[src/rtl/lane_deserializer_if.sv]
// Lane receive bundle: serial bit in, assembled 32-bit word plus strobe and lock flag out.
// No backpressure; the deserializer owns the outputs, the upstream source owns data_in.
interface lane_deserializer_if;
  logic        data_in;
  logic [31:0] data_out;
  logic        valid_out;
  logic        active;

  modport master (output data_in, input data_out, input valid_out, input active);
  modport slave  (input data_in, output data_out, output valid_out, output active);
endinterface

[src/rtl/lane_deserializer.sv]
// Serial-to-parallel lane receiver: comma-aligned lock, then 32-bit words MSB first.
// Word strobe on the edge sampling its last bit; no backpressure, commas are idle.
module lane_deserializer #(
  parameter logic [7:0]  COMMA      = 8'hBC,
  parameter int unsigned LOCK_COUNT = 4
) (
  input  logic               clk_32f,
  input  logic               reset_L,
  lane_deserializer_if.slave lane
);

  typedef enum logic [1:0] {INIT, ALIGN, LOCKED} state_t;

  localparam logic [3:0] LOCK_CNT = 4'(LOCK_COUNT);

  state_t      state_q;
  logic [6:0]  sr_q;
  logic [2:0]  bit_cnt_q;
  logic [3:0]  comma_cnt_q;
  logic [1:0]  byte_idx_q;
  logic [7:0]  b0_q, b1_q, b2_q;
  logic [31:0] data_q;
  logic        valid_q;
  logic        active_q;

  logic [7:0]  cur_byte;
  logic        boundary;
  logic        is_comma;

  assign cur_byte = {sr_q, lane.data_in};
  assign boundary = (bit_cnt_q == 3'd7);
  assign is_comma = (cur_byte == COMMA);

  assign lane.data_out  = data_q;
  assign lane.valid_out = valid_q;
  assign lane.active    = active_q;

  always_ff @(posedge clk_32f or negedge reset_L) begin
    if (!reset_L) begin
      state_q     <= INIT;
      sr_q        <= '0;
      bit_cnt_q   <= '0;
      comma_cnt_q <= '0;
      byte_idx_q  <= '0;
      b0_q        <= '0;
      b1_q        <= '0;
      b2_q        <= '0;
      data_q      <= '0;
      valid_q     <= 1'b0;
      active_q    <= 1'b0;
    end else begin
      sr_q      <= cur_byte[6:0];
      bit_cnt_q <= bit_cnt_q + 3'd1;
      valid_q   <= 1'b0;
      case (state_q)
        // Hunting: any bit position may start a comma, which also fixes byte phase.
        INIT: begin
          if (is_comma) begin
            bit_cnt_q   <= 3'd0;
            comma_cnt_q <= 4'd1;
            if (LOCK_CNT == 4'd1) begin
              state_q  <= LOCKED;
              active_q <= 1'b1;
            end else begin
              state_q <= ALIGN;
            end
          end
        end
        ALIGN: begin
          if (boundary) begin
            if (is_comma) begin
              comma_cnt_q <= comma_cnt_q + 4'd1;
              if (comma_cnt_q + 4'd1 == LOCK_CNT) begin
                state_q  <= LOCKED;
                active_q <= 1'b1;
              end
            end else begin
              state_q     <= INIT;
              comma_cnt_q <= 4'd0;
            end
          end
        end
        // Byte phase is frozen here; only reset can drop lock.
        LOCKED: begin
          if (boundary) begin
            if (is_comma) begin
              byte_idx_q <= 2'd0;
            end else begin
              byte_idx_q <= byte_idx_q + 2'd1;
              case (byte_idx_q)
                2'd0: b0_q <= cur_byte;
                2'd1: b1_q <= cur_byte;
                2'd2: b2_q <= cur_byte;
                2'd3: begin
                  data_q  <= {b0_q, b1_q, b2_q, cur_byte};
                  valid_q <= 1'b1;
                end
              endcase
            end
          end
        end
        default: state_q <= INIT;
      endcase
    end
  end

endmodule

[src/flat_wrapper.sv]
// flat-port wrapper written by rule: the top's interface ports become plain ports
module lane_deserializer_flat 
#(
  parameter logic [7:0]  COMMA      = 8'hBC,
  parameter int unsigned LOCK_COUNT = 4
)
  (clk_32f, reset_L, lane_data_in, lane_data_out, lane_valid_out, lane_active);
  lane_deserializer_if lane_i ();
  input  logic clk_32f;
  input  logic reset_L;
  input wire logic [$bits(lane_i.data_in)-1:0] lane_data_in;
  output wire logic [$bits(lane_i.data_out)-1:0] lane_data_out;
  output wire logic [$bits(lane_i.valid_out)-1:0] lane_valid_out;
  output wire logic [$bits(lane_i.active)-1:0] lane_active;
  assign lane_i.data_in = lane_data_in;
  assign lane_data_out = lane_i.data_out;
  assign lane_valid_out = lane_i.valid_out;
  assign lane_active = lane_i.active;
  lane_deserializer #(.COMMA(COMMA), .LOCK_COUNT(LOCK_COUNT)) u_core (.clk_32f(clk_32f), .reset_L(reset_L), .lane(lane_i));
endmodule
[config.mk]
export PLATFORM = sky130hd
export DESIGN_NAME = lane_deserializer_flat
export DESIGN_NICKNAME = d
export VERILOG_FILES = /design/src/rtl/lane_deserializer_if.sv /design/src/rtl/lane_deserializer.sv /design/src/flat_wrapper.sv
export SDC_FILE = /design/constraint.sdc
export NUM_CORES = 1
export LEC_CHECK = 0
export ABC_AREA = 1
export BUFFER_PORTS_ARGS = -buffer_cell sky130_fd_sc_hd__buf_2
export CAP_MARGIN = 20
export CELL_PAD_IN_SITES_DETAIL_PLACEMENT = 0
export CELL_PAD_IN_SITES_GLOBAL_PLACEMENT = 1
export CORE_MARGIN = 5
export CORE_UTILIZATION = 26
export DETAILED_ROUTE_END_ITERATION = 12
export PLACE_DENSITY_LB_ADDON = 0.05
export SKIP_CTS_REPAIR_TIMING = 1
export SLEW_MARGIN = 30
export SYNTH_ARGS = -nofsm -noshare
export SYNTH_HDL_FRONTEND = slang
export SYNTH_SLANG_ARGS = --single-unit
export TNS_END_PERCENT = 5
[constraint.sdc]
create_clock -name clk_32f -period 1.76 [get_ports clk_32f]
set_input_delay 0.264 -clock clk_32f [delete_from_list [all_inputs] [get_ports clk_32f]]
set_output_delay 0.264 -clock clk_32f [all_outputs]
set_load 0.02 [all_outputs]
==> flow_summary.ini <==
[yosys]
synth_area_per_cell_sq_um = 9.56
synth_cell_types = 16
yosys.area.top_type_share_pct = 62.8
fraction_of_the_yosys_area_taken_by_sequential_cells_pct = 62.8
synthTopCellsByArea = sky130_fd_sc_hd__dfrtp_1 (63%), sky130_fd_sc_hd__nand2_1 (16%), sky130_fd_sc_hd__o21ai_1 (5.3%), sky130_fd_sc_hd__ha_1 (3.3%), sky130_fd_sc_hd__inv_1 (2.4%)
syn_nets = 328
largest_area_contributor_in_the_netlist = sky130_fd_sc_hd__dfrtp_1
post_synth_instance_area_sq_um = 3030
synth_cells = 317
ys_ff_latch = 76
synth-warning-count = 0

[clock_network]
cts_root_buffer = sky130_fd_sc_hd__clkbuf_16
clkSinkCount = 76
cts.reportedPaths.clkPinSlew_ps = 60
clockBufferDepth = 2
cts_inserted_buffers = 9
h-tree-depth = 3
cts_tree = yes
clock_latency_at_the_later_pin_of_the_worst_skew_pair_ps = 340

[sta]
finalWorstSetupSlack_ps = 114
slew_headroom_pct = 77.3
grt_setup_unrepaired = true
final-max-slew-violation-count = 0
final.min_clock_period_ps = 1650
report.final.hold_viol_count = 0
min_period_over_period_pct = 93.5
tightestPinTransition_ps = 339
clock_skew_ps = 5.07
final_number_of_setup_violating_endpoints = 0
fmaxAchievable_mhz = 607

[grt]
grt_first_pass_wirelength_um = 12500
grt_antenna_before_repair = 0
grt_overflow = 0
track_usage_pct = 11.7
largest_net_degree_at_the_start_of_global_routing = 42
vias_in_the_first_global_route = 2254

[floorplan]
core_area_sq_um = 11400
pin_count = 37
initial_utilization_pct = 26.5
die-area_sq_um = 13900
die-width_um = 118
fp.dieH_um = 118
std_cell_rows = 39

[place]
dp_hpwl_um = 4910
pre_cts_ws_ps = -27.7
finalWeightedCongestion = 0.725
post-place-cells = 496
place.port_buffers = 36

[detailed_routing]
wire_per_inst_um = 14.5
antenna_left = 0
detail_route.drc_violations = 0
initialDrtViolationCount = 89
drt_first_pass_iters = 4
vias = 2177
totalWireLength_um = 7430
route.detailed.vias_per_inst = 4.24

[cells_and_area]
area_growth_pct = 23.1
n_antenna_cell = 0
final_layout_size_suffix_gt1_share_pct = 19.5
layout_common_cells = sky130_fd_sc_hd__nand2_1 (133), sky130_fd_sc_hd__dfrtp_1 (76), sky130_fd_sc_hd__buf_2 (35), sky130_fd_sc_hd__o21ai_1 (32), sky130_fd_sc_hd__inv_1 (19)
layout.cells.most_common = sky130_fd_sc_hd__nand2_1
instances_no_fill = 513
fillers = 1240
num-nets-final = 376
finalCoreUtilization_pct = 32.7

[critical_path]
worst_stage_delay_on_the_critical_path_ps = 380
path_max_fanout = 27
critical_path.cell_chain = ha_1 -> ha_1 -> inv_1 -> nor2_4 -> nand3_2 -> buf_4 -> nand2_1 -> o21ai_1
worst_ep_arrival_time_ps = 1910
timing.critical_path.max_delay_family = adder cells
end_kind = flop
critical_path_class = flop to flop
endpoint_required_time_on_the_critical_path_ps = 2020
worst_setup_path_start_kind = flop
cp_num_buf_inv = 2
critical-path-top-cell-by-count = sky130_fd_sc_hd__ha_1
worst_path_max_delay_cell = sky130_fd_sc_hd__dfrtp_1

[power_and_ir_drop]
power.total_mw = 3.79
power_per_cell_area_nw_per_um2 = 1020
ir_worst_vdd_mv = 0.511
cellLeakagePower_nw = 2.04

[min_path]
hold_path.class = primary input to flop

[run]
cap_viol_max_count = 0

[outcome]
run_status = complete, no violations
[logic make-up (layout without fill, tap and decap cells)]
family | Yosys count | after routing | synth area share (%)
AO/OA/AOI/OAI | 37 | 37 | 6.19
adder cells (fa/ha/maj) | 8 | 8 | 3.30
buffers and inverters | 33 | 86 | 4.87
flip-flops | 76 | 76 | 62.8
AND/OR/NAND/NOR | 163 | 163 | 22.9
[report_power, final]
part	switching (mW)	internal (mW)	leakage (nW)
logic	0.131	0.0623	0.877
clock network	0.702	1.07	0.140
registers	0.0323	1.79	1.02
[routing by layer]
layer | global-route usage (%) | up-vias | routed length [um]
met5 | 0 | - | 0
li1 | - | 1098 | -
met1 | 15.0 | 1034 | 3610
met3 | 3.80 | 12 | 307
met4 | 5.16 | 0 | 162
met2 | 17.9 | 33 | 3350
[state kept, by name, indices dropped and copies added (netlist names)]
signal / count
u_core.b0_q: 8
u_core.b1_q: 8
u_core.b2_q: 8
u_core.bit_cnt_q: 3
u_core.byte_idx_q: 2
u_core.comma_cnt_q: 4
u_core.lane.active: 1
u_core.lane.data_out: 32
u_core.lane.valid_out: 1
u_core.sr_q: 7
u_core.state_q: 2
[area by class of cell]
type,instances,area [sq um],share of cell area [%]
Sequential cell,76,1900,51.0
Clock buffer,15,278,7.45
Tap cell,143,179,4.80
Clock inverter,1,5.00,0.134
Timing Repair Buffer,46,285,7.65
Inverter,24,92.6,2.48
Multi-Input combinational cell,208,988,26.5
[per-stage QoR]
| step | hold slack, ps | setup TNS [ps] | area [sq um] |
|---|---|---|---|
| detailed placement | 179 | -74.0 | 3430 |
| global placement | 179 | 0 | 3430 |
| floorplan | -31.6 | 0 | 3030 |
| global route | 55.8 | -587 | 3730 |
| CTS | -194 | -175 | 3710 |
| finish | 64.7 | 0 | 3730 |
[synthesized netlist by cell type, drive strengths merged]
cell	n
a21o	1
buf	9
dfrtp	76
ha	8
inv	24
nand2	134
nand3	17
nand4	2
nor2	10
o21ai	36
[worst paths after layout]
path | start | to | slack (ps) | depth (start not counted)
worst max-delay path | u_core.bit_cnt_q[0] | u_core.lane.data_out[1] | 110 | 8
worst min-delay path | lane_data_in | u_core.sr_q[0] | 60 | 1
worst max register to register | u_core.bit_cnt_q[0] | u_core.lane.data_out[1] | 110 | 8
worst min register to register | u_core.sr_q[5] | u_core.sr_q[6] | 390 | 0
max in group asynchronous | reset_L | u_core.lane.data_out[7] | 850 | 3
min in group asynchronous | reset_L | u_core.lane.data_out[13] | 350 | 2
Power figures use the tool's default switching activity.
